File: src/rtl/uart_pkg.sv
// Shared definitions for the memory-mapped UART controller:
// register offsets, STATUS bit positions and the TX/RX state encodings.
package uart_pkg;

  localparam logic [31:0] UART_TXDATA = 32'h0000_1000;
  localparam logic [31:0] UART_RXDATA = 32'h0000_1004;
  localparam logic [31:0] UART_STATUS = 32'h0000_1008;

  localparam int ST_TX_FULL    = 0;
  localparam int ST_TX_IDLE    = 1;
  localparam int ST_RX_VALID   = 2;
  localparam int ST_RX_OVERRUN = 3;

  typedef enum logic [1:0] {
    TX_IDLE  = 2'd0,
    TX_START = 2'd1,
    TX_DATA  = 2'd2,
    TX_STOP  = 2'd3
  } tx_state_e;

  typedef enum logic [2:0] {
    RX_IDLE   = 3'd0,
    RX_START  = 3'd1,
    RX_DATA   = 3'd2,
    RX_STOP   = 3'd3,
    RX_WAITHI = 3'd4
  } rx_state_e;

endpackage

File: src/rtl/uart_mmio_ctrl_if.sv
// Core data-memory port as seen by the UART controller.
interface uart_mmio_ctrl_if;
  logic [31:0] addr;
  logic        wen;
  logic        ren;
  logic [7:0]  wdata;
  logic [31:0] rdata;
  logic        stall;

  modport master (output addr, output wen, output ren, output wdata, input rdata, input stall);
  modport slave  (input addr, input wen, input ren, input wdata, output rdata, output stall);
endinterface

File: src/rtl/uart_fifo.sv
// Synchronous FIFO with registered full/empty flags; DEPTH must be a power of two.
module uart_fifo #(
  parameter int DEPTH = 16,
  parameter int WIDTH = 8
) (
  input  logic             clk,
  input  logic             rst,
  input  logic             i_push,
  input  logic [WIDTH-1:0] i_din,
  input  logic             i_pop,
  output logic [WIDTH-1:0] o_dout,
  output logic             o_full,
  output logic             o_empty
);
  localparam int AW = $clog2(DEPTH);
  localparam logic [AW:0] FULL_CNT = (AW+1)'(DEPTH);

  logic [WIDTH-1:0] r_mem [DEPTH];
  logic [AW-1:0]    r_wr_ptr, r_rd_ptr;
  logic [AW:0]      r_count, w_count_n;
  logic             r_full, r_empty;
  logic             w_do_push, w_do_pop;

  assign w_do_push = i_push & ~r_full;
  assign w_do_pop  = i_pop & ~r_empty;
  assign o_dout    = r_mem[r_rd_ptr];
  assign o_full    = r_full;
  assign o_empty   = r_empty;

  always_comb begin
    w_count_n = r_count;
    if (w_do_push & ~w_do_pop) begin
      w_count_n = r_count + (AW+1)'(1);
    end else if (~w_do_push & w_do_pop) begin
      w_count_n = r_count - (AW+1)'(1);
    end else begin
      w_count_n = r_count;
    end
  end

  // Storage carries no reset; only the pointers and flags define contents.
  always_ff @(posedge clk) begin
    if (w_do_push) begin
      r_mem[r_wr_ptr] <= i_din;
    end
  end

  always_ff @(posedge clk or posedge rst) begin
    if (rst) begin
      r_wr_ptr <= '0;
      r_rd_ptr <= '0;
      r_count  <= '0;
      r_full   <= 1'b0;
      r_empty  <= 1'b1;
    end else begin
      if (w_do_push) r_wr_ptr <= r_wr_ptr + AW'(1);
      if (w_do_pop)  r_rd_ptr <= r_rd_ptr + AW'(1);
      r_count <= w_count_n;
      r_full  <= (w_count_n == FULL_CNT);
      r_empty <= (w_count_n == '0);
    end
  end
endmodule

File: src/rtl/uart_mmio_ctrl.sv
// UART controller on the core data port: TX FIFO + serial transmitter, optional polled receiver.
// The receiver is built only when UART_MMIO_RX_EN is defined.
module uart_mmio_ctrl
  import uart_pkg::*;
#(
  parameter int WAIT_DIV = 868,
  parameter int TX_DEPTH = 16
) (
  input  logic              clk,
  input  logic              rst,
  uart_mmio_ctrl_if.slave   bus,
  input  logic              uart_in,
  output logic              uart_out
);
  localparam int DIV_W = $clog2(WAIT_DIV);
  localparam logic [DIV_W-1:0] DIV_FULL = DIV_W'(WAIT_DIV - 1);
  localparam logic [DIV_W-1:0] DIV_HALF = DIV_W'(WAIT_DIV / 2 - 1);

  logic       w_sel_tx, w_sel_rx, w_sel_st;
  logic       w_push, w_pop, w_tx_full, w_tx_empty, w_tx_idle;
  logic [7:0] w_fifo_dout;
  logic       w_rx_valid, w_rx_overrun;
  logic [7:0] w_rx_byte;
  logic [31:0] w_rdata;
  logic [3:0]  w_status;

  assign w_sel_tx  = (bus.addr == UART_TXDATA);
  assign w_sel_rx  = (bus.addr == UART_RXDATA);
  assign w_sel_st  = (bus.addr == UART_STATUS);
  assign bus.stall = bus.wen & w_sel_tx & w_tx_full;
  assign w_push    = bus.wen & w_sel_tx & ~w_tx_full;

  uart_fifo #(.DEPTH(TX_DEPTH), .WIDTH(8)) u_tx_fifo (
    .clk(clk), .rst(rst), .i_push(w_push), .i_din(bus.wdata), .i_pop(w_pop),
    .o_dout(w_fifo_dout), .o_full(w_tx_full), .o_empty(w_tx_empty)
  );

  tx_state_e        r_tx_state, w_tx_state_n;
  logic [DIV_W-1:0] r_tx_div, w_tx_div_n;
  logic [2:0]       r_tx_bit, w_tx_bit_n;
  logic [7:0]       r_tx_shift, w_tx_shift_n;
  logic             r_uart_out, w_tx_out_n;

  // The line level is registered from the next state so uart_out never glitches.
  always_comb begin
    w_tx_state_n = r_tx_state;
    w_tx_div_n   = r_tx_div;
    w_tx_bit_n   = r_tx_bit;
    w_tx_shift_n = r_tx_shift;
    w_pop        = 1'b0;
    case (r_tx_state)
      TX_IDLE: begin
        if (!w_tx_empty) begin
          w_pop = 1'b1; w_tx_shift_n = w_fifo_dout; w_tx_div_n = DIV_FULL; w_tx_state_n = TX_START;
        end else begin
          w_tx_state_n = TX_IDLE;
        end
      end
      TX_START: begin
        if (r_tx_div == '0) begin
          w_tx_div_n = DIV_FULL; w_tx_bit_n = 3'd0; w_tx_state_n = TX_DATA;
        end else begin
          w_tx_div_n = r_tx_div - DIV_W'(1);
        end
      end
      TX_DATA: begin
        if (r_tx_div == '0) begin
          w_tx_div_n   = DIV_FULL;
          w_tx_shift_n = {1'b0, r_tx_shift[7:1]};
          if (r_tx_bit == 3'd7) begin
            w_tx_state_n = TX_STOP;
          end else begin
            w_tx_bit_n = r_tx_bit + 3'd1;
          end
        end else begin
          w_tx_div_n = r_tx_div - DIV_W'(1);
        end
      end
      TX_STOP: begin
        if (r_tx_div == '0) begin
          if (!w_tx_empty) begin
            w_pop = 1'b1; w_tx_shift_n = w_fifo_dout; w_tx_div_n = DIV_FULL; w_tx_state_n = TX_START;
          end else begin
            w_tx_state_n = TX_IDLE;
          end
        end else begin
          w_tx_div_n = r_tx_div - DIV_W'(1);
        end
      end
      default: w_tx_state_n = TX_IDLE;
    endcase
    case (w_tx_state_n)
      TX_START: w_tx_out_n = 1'b0;
      TX_DATA:  w_tx_out_n = w_tx_shift_n[0];
      default:  w_tx_out_n = 1'b1;
    endcase
  end

  always_ff @(posedge clk or posedge rst) begin
    if (rst) begin
      r_tx_state <= TX_IDLE;
      r_tx_div   <= '0;
      r_tx_bit   <= 3'd0;
      r_tx_shift <= 8'h00;
      r_uart_out <= 1'b1;
    end else begin
      r_tx_state <= w_tx_state_n;
      r_tx_div   <= w_tx_div_n;
      r_tx_bit   <= w_tx_bit_n;
      r_tx_shift <= w_tx_shift_n;
      r_uart_out <= w_tx_out_n;
    end
  end

  assign uart_out  = r_uart_out;
  assign w_tx_idle = w_tx_empty & (r_tx_state == TX_IDLE);

`ifdef UART_MMIO_RX_EN
  logic [1:0]       r_rx_sync;
  logic             w_rx_in;
  rx_state_e        r_rx_state, w_rx_state_n;
  logic [DIV_W-1:0] r_rx_div, w_rx_div_n;
  logic [2:0]       r_rx_bit, w_rx_bit_n;
  logic [7:0]       r_rx_shift, w_rx_shift_n;
  logic [7:0]       r_rx_byte;
  logic             r_rx_valid, r_rx_overrun;
  logic             w_rx_done, w_rd_clear, w_ovr_clear;

  assign w_rx_in     = r_rx_sync[1];
  assign w_rd_clear  = bus.ren & w_sel_rx & r_rx_valid;
  assign w_ovr_clear = bus.wen & w_sel_st & bus.wdata[ST_RX_OVERRUN];

  always_comb begin
    w_rx_state_n = r_rx_state;
    w_rx_div_n   = r_rx_div;
    w_rx_bit_n   = r_rx_bit;
    w_rx_shift_n = r_rx_shift;
    w_rx_done    = 1'b0;
    case (r_rx_state)
      RX_IDLE: begin
        if (!w_rx_in) begin
          w_rx_div_n = DIV_HALF; w_rx_state_n = RX_START;
        end else begin
          w_rx_state_n = RX_IDLE;
        end
      end
      RX_START: begin
        if (r_rx_div == '0) begin
          if (!w_rx_in) begin
            w_rx_div_n = DIV_FULL; w_rx_bit_n = 3'd0; w_rx_state_n = RX_DATA;
          end else begin
            w_rx_state_n = RX_IDLE;
          end
        end else begin
          w_rx_div_n = r_rx_div - DIV_W'(1);
        end
      end
      RX_DATA: begin
        if (r_rx_div == '0) begin
          w_rx_div_n   = DIV_FULL;
          w_rx_shift_n = {w_rx_in, r_rx_shift[7:1]};
          if (r_rx_bit == 3'd7) begin
            w_rx_state_n = RX_STOP;
          end else begin
            w_rx_bit_n = r_rx_bit + 3'd1;
          end
        end else begin
          w_rx_div_n = r_rx_div - DIV_W'(1);
        end
      end
      RX_STOP: begin
        if (r_rx_div == '0) begin
          if (w_rx_in) begin
            w_rx_done = 1'b1; w_rx_state_n = RX_IDLE;
          end else begin
            w_rx_state_n = RX_WAITHI;
          end
        end else begin
          w_rx_div_n = r_rx_div - DIV_W'(1);
        end
      end
      RX_WAITHI: begin
        if (w_rx_in) begin
          w_rx_state_n = RX_IDLE;
        end else begin
          w_rx_state_n = RX_WAITHI;
        end
      end
      default: w_rx_state_n = RX_IDLE;
    endcase
  end

  // A completing frame beats a same-cycle read-clear; that case is not an overrun.
  always_ff @(posedge clk or posedge rst) begin
    if (rst) begin
      r_rx_sync    <= 2'b11;
      r_rx_state   <= RX_IDLE;
      r_rx_div     <= '0;
      r_rx_bit     <= 3'd0;
      r_rx_shift   <= 8'h00;
      r_rx_byte    <= 8'h00;
      r_rx_valid   <= 1'b0;
      r_rx_overrun <= 1'b0;
    end else begin
      r_rx_sync  <= {r_rx_sync[0], uart_in};
      r_rx_state <= w_rx_state_n;
      r_rx_div   <= w_rx_div_n;
      r_rx_bit   <= w_rx_bit_n;
      r_rx_shift <= w_rx_shift_n;
      if (w_rx_done) begin
        r_rx_byte  <= r_rx_shift;
        r_rx_valid <= 1'b1;
      end else if (w_rd_clear) begin
        r_rx_valid <= 1'b0;
      end
      if (w_rx_done & r_rx_valid & ~w_rd_clear) begin
        r_rx_overrun <= 1'b1;
      end else if (w_ovr_clear) begin
        r_rx_overrun <= 1'b0;
      end
    end
  end

  assign w_rx_valid   = r_rx_valid;
  assign w_rx_overrun = r_rx_overrun;
  assign w_rx_byte    = r_rx_byte;
`else
  logic [1:0] w_unused_rx;
  assign w_unused_rx  = {uart_in, bus.ren};
  assign w_rx_valid   = 1'b0;
  assign w_rx_overrun = 1'b0;
  assign w_rx_byte    = 8'h00;
`endif

  always_comb begin
    w_status                = 4'h0;
    w_status[ST_TX_FULL]    = w_tx_full;
    w_status[ST_TX_IDLE]    = w_tx_idle;
    w_status[ST_RX_VALID]   = w_rx_valid;
    w_status[ST_RX_OVERRUN] = w_rx_overrun;
    case (bus.addr)
      UART_RXDATA: w_rdata = {23'h0, w_rx_valid, w_rx_byte};
      UART_STATUS: w_rdata = {28'h0, w_status};
      default:     w_rdata = 32'h0;
    endcase
  end

  assign bus.rdata = w_rdata;
endmodule
File: src/flat_wrapper.sv
// flat-port wrapper written by rule: the top's interface ports become plain ports
module uart_mmio_ctrl_flat import uart_pkg::*;
#(
  parameter int WAIT_DIV = 868,
  parameter int TX_DEPTH = 16
)
  (clk, rst, uart_in, uart_out, bus_addr, bus_wen, bus_ren, bus_wdata, bus_rdata, bus_stall);
  uart_mmio_ctrl_if bus_i ();
  input  logic clk;
  input  logic rst;
  input  logic uart_in;
  output logic uart_out;
  input wire logic [$bits(bus_i.addr)-1:0] bus_addr;
  input wire logic [$bits(bus_i.wen)-1:0] bus_wen;
  input wire logic [$bits(bus_i.ren)-1:0] bus_ren;
  input wire logic [$bits(bus_i.wdata)-1:0] bus_wdata;
  output wire logic [$bits(bus_i.rdata)-1:0] bus_rdata;
  output wire logic [$bits(bus_i.stall)-1:0] bus_stall;
  assign bus_i.addr = bus_addr;
  assign bus_i.wen = bus_wen;
  assign bus_i.ren = bus_ren;
  assign bus_i.wdata = bus_wdata;
  assign bus_rdata = bus_i.rdata;
  assign bus_stall = bus_i.stall;
  uart_mmio_ctrl #(.WAIT_DIV(WAIT_DIV), .TX_DEPTH(TX_DEPTH)) u_core (.clk(clk), .rst(rst), .bus(bus_i), .uart_in(uart_in), .uart_out(uart_out));
endmodule
File: config.mk
export PLATFORM = sky130hd
export DESIGN_NAME = uart_mmio_ctrl_flat
export DESIGN_NICKNAME = d
export VERILOG_FILES = /design/src/rtl/uart_pkg.sv /design/src/rtl/uart_mmio_ctrl_if.sv /design/src/rtl/uart_fifo.sv /design/src/rtl/uart_mmio_ctrl.sv /design/src/flat_wrapper.sv
export SDC_FILE = /design/constraint.sdc
export NUM_CORES = 1
export LEC_CHECK = 0
export CORE_ASPECT_RATIO = 0.8
export CORE_UTILIZATION = 52
export CTS_CLUSTER_SIZE = 16
export DETAILED_ROUTE_END_ITERATION = 6
export GPL_TIMING_DRIVEN = 0
export PLACE_DENSITY = 0.79
export SLEW_MARGIN = 20
export SYNTH_ARGS = -nofsm -noshare
export SYNTH_HDL_FRONTEND = slang
export SYNTH_HIERARCHICAL = 1
export SYNTH_SLANG_ARGS = --single-unit
export TNS_END_PERCENT = 5
File: constraint.sdc
create_clock -name clk -period 2.3 [get_ports clk]
set_input_delay 0.575 -clock clk [delete_from_list [all_inputs] [get_ports clk]]
set_output_delay 0.575 -clock clk [all_outputs]
set_load 0.1 [all_outputs]
==> results.cfg <==
[status]
status = complete, but fails checks
failed_checks = design-rule violations, negative setup slack

[synth]
syn-instance-count = 524
async_reset_ff_share_pct = 23.4
synth-seq-area-share_pct = 62.0
synth_cell_type_count = 63
synth_area_mm2 = 0.00778
syn_area_per_cell_um2 = 14.9
synth_ff_type = edfxtp_1
synth_edf_count = 128
ys_ff_latch = 167
yosys_warnings = 6

[clock_tree]
cts-buffers-inserted = 17
insertion_delay_ns = 0.44
clk_pin_slew_ns = 0.07
clock-sinks = 167
cts-root-buf = clkbuf_16
h-tree-depth = 4
cts_max_path_buffers = 2
cts_tree = done
cts_hold_buf = 0

[min_path]
hold_path_class = reg2reg

[global_routing]
antenna_found_initial = 0
grt_util_all_layers_pct = 23.3
grt_max_degree = 25
gr-total-overflow = 0
grt_first_pass_wirelength_um = 26600
grt_pass1_vias = 4793

[floorplan]
fp.dieH_um = 111
ios = 79
die_w_um = 139
num_rows = 39
start_util_pct = 53.9
die_area_mm2 = 0.0155
coreArea_mm2 = 0.0144

[setup_path]
worstPathRequired_ns = 2.65
cp-start-kind = flip-flop
startpoint = u_core/u_tx_fifo/r_rd_ptr[0]
crit_fanout = 6
r2r_slack_ns = -0.21
worstSetupEndpoint = u_core/uart_out
timing.rr.end = u_core/uart_out
end_kind = flip-flop
critPathKind = reg2reg
rr_worst_depth = 10
worstReg2RegStart = u_core/u_tx_fifo/r_rd_ptr[0]
cp.arrival_ns = 2.85

[detailed_routing]
drt_iter0_markers = 512
via_per_inst = 5.96
drt_wl_total_um = 17700
wl_per_cell_um = 21.1
antenna_left = 0
drtPass1Iterations = 7
remaining_drc_errors = 14
vias = 4991

[timing]
hold_viol = 0
period_share_pct = 109
rsz0062_at_grt = yes
layout_min_cycle_time_ns = 2.51
worstMarginPinSlew_ns = 0.955
finalSetupTns_ns = -1.28
setup_viol = 28
relSlewSlack_pct = 36.2
whs_ns = 0.499
drv_slew = 0
fin_ws_ns = -0.207
max_freq_mhz = 399
skew_ns = 0.00910

[flow_run]
drv_cap = 0

[power]
comb_power_share_pct = 7.0
clkPwrFrac_pct = 44.4
peakVddDrop_v = 0.000867
power.density_mw_per_mm2 = 715
p_sw_mw = 1.69
leakage_nw = 3.74
intPower_mw = 5.35
total_power_mw = 7.04
power_frac_seq_pct = 48.6
sw_frac_of_total_pct = 24.0

[layout]
drive_gt1_share_pct = 35.7
antenna_cells = 0
multiInputGateArea_mm2 = 0.00301
n_fill_cell = 932
final_area_mm2 = 0.00984
final_common_cell = edfxtp_1
fin_nets = 701
seq_area_mm2 = 0.00482
layout_common_cells = edfxtp_1, buf_4, dfrtp_1
area_delta_synth_final_pct = 26.4
fin_util_pct = 68.1
stdcell_count = 837

[placed_design]
dp_cells = 783
dpl.hpwl_um = 10800
port-buffer-count = 46
dpl_worst_slack_ns = -1.31
gp_congestion = 0.920
place_area_mm2 = 0.00860
registers in the layout, indices dropped and copies added (netlist names):
signal                     cells
u_core/u_tx_fifo/r_mem       128
u_core/r_tx_div               10
u_core/r_tx_shift              8
u_core/u_tx_fifo/r_count       5
u_core/u_tx_fifo/r_rd_ptr      4
u_core/u_tx_fifo/r_wr_ptr      4
u_core/r_tx_bit                3
u_core/r_tx_state              2
u_core/u_tx_fifo/o_empty       1
u_core/u_tx_fifo/o_full        1
u_core/uart_out                1
timing repair:
| action | in CTS | in global routing |
|---|---|---|
| endpoints found under the hold margin | 0 | 0 |
| pin swaps | 31 | 32 |
| setup endpoints to repair | 152 | 143 |
| buffers inserted | 9 | 13 |
| gates resized for setup | 195 | 48 |
cell families after synthesis:
| group | synth area share, % |
|---|---|
| and+or+nand+nor | 9.97 |
| buffers and inverters | 5.45 |
| other | 0.0482 |
| xor gates and xnor gates | 1.01 |
| DFF | 62.0 |
| adders and majority gates | 2.57 |
| muxes | 11.4 |
| AOI/OAI and AO/OA | 7.56 |
synthesized netlist by cell type (2+ instances only):
master / n / area, um2
clkbuf_1: 10 / 37.5
nor4_1: 8 / 50.1
o21ai_0: 9 / 45.0
nand2_1: 30 / 113
dfrtp_1: 37 / 926
a211oi_1: 4 / 30.0
a22oi_1: 8 / 60.1
a211o_1: 2 / 17.5
mux2i_1: 5 / 50.1
xnor2_1: 9 / 78.8
nand3_1: 9 / 45.0
o31ai_1: 8 / 60.1
nor4_4: 2 / 42.5
mux4_1: 11 / 289
nor3b_1: 4 / 30.0
and3_1: 5 / 31.3
buf_2: 5 / 25.0
a21oi_1: 15 / 75.1
nor2_1: 21 / 78.8
nor3_1: 12 / 60.1
mux4_2: 21 / 473
a32oi_1: 6 / 52.6
o22a_1: 3 / 26.3
a22o_1: 6 / 52.6
a31oi_1: 5 / 31.3
dfstp_2: 2 / 52.6
edfxtp_1: 128 / 3840
mux2_2: 7 / 78.8
inv_1: 13 / 48.8
a21boi_0: 2 / 15.0
nand4_1: 5 / 31.3
nor2b_1: 10 / 62.6
o211ai_1: 2 / 15.0
or3_1: 3 / 18.8
ha_1: 16 / 200
and2_1: 17 / 106
buf_4: 35 / 263
buf_6: 2 / 22.5
nand2b_1: 3 / 18.8
final cells by class:
class / count / share of cell area (%)
plain buffers: 54 / 4.62
flip-flops and latches: 167 / 49.0
inverters: 13 / 0.496
repair buffers: 68 / 6.22
clock buffers: 17 / 4.32
well taps: 184 / 2.34
multi-input cells: 319 / 30.6
clock inverters: 15 / 2.38
layer usage:
| metal | part of all wire, % | global-route usage [%] |
|---|---|---|
| met5 | 0 | 0 |
| met4 | 2.7 | 8.67 |
| met3 | 8.1 | 6.02 |
| met2 | 49 | 38.8 |
| met1 | 40 | 29.8 |
power groups by stage:
stage	registers [mW]	clock network (mW)	logic, mW
finish	3.42	3.12	0.494
detailed placement	3.47	0	0.482
CTS	3.41	3.16	0.475
global placement	3.46	0	0.467
floorplan	3.45	0	0.358
global route	3.42	3.28	0.523
critical path, stage by stage (launching register included):
cell,delay (ns)
dfrtp_1,0.39
buf_6,0.16
buf_12,0.13
mux4_2,0.51
a22oi_2,0.28
nand2_1,0.14
or4bb_1,0.20
nand3_2,0.09
a221oi_4,0.28
o211a_1,0.18
mux2i_1,0.07
how the worst min path moves through the flow:
stage	from	end	slack (ns)	depth (start not counted)
after CTS	u_core/u_tx_fifo/r_count[4]	u_core/u_tx_fifo/r_count[4]	0.50	1
after global routing	u_core/u_tx_fifo/r_count[4]	u_core/u_tx_fifo/r_count[4]	0.52	1
after floorplan	u_core/u_tx_fifo/r_count[4]	u_core/u_tx_fifo/r_count[4]	0.46	1
final	u_core/u_tx_fifo/r_count[4]	u_core/u_tx_fifo/r_count[4]	0.50	1
after detailed placement	u_core/u_tx_fifo/r_count[4]	u_core/u_tx_fifo/r_count[4]	0.49	1
after global placement	u_core/u_tx_fifo/r_count[4]	u_core/u_tx_fifo/r_count[4]	0.47	1
Note: power is estimated with default switching activity, not from simulation.
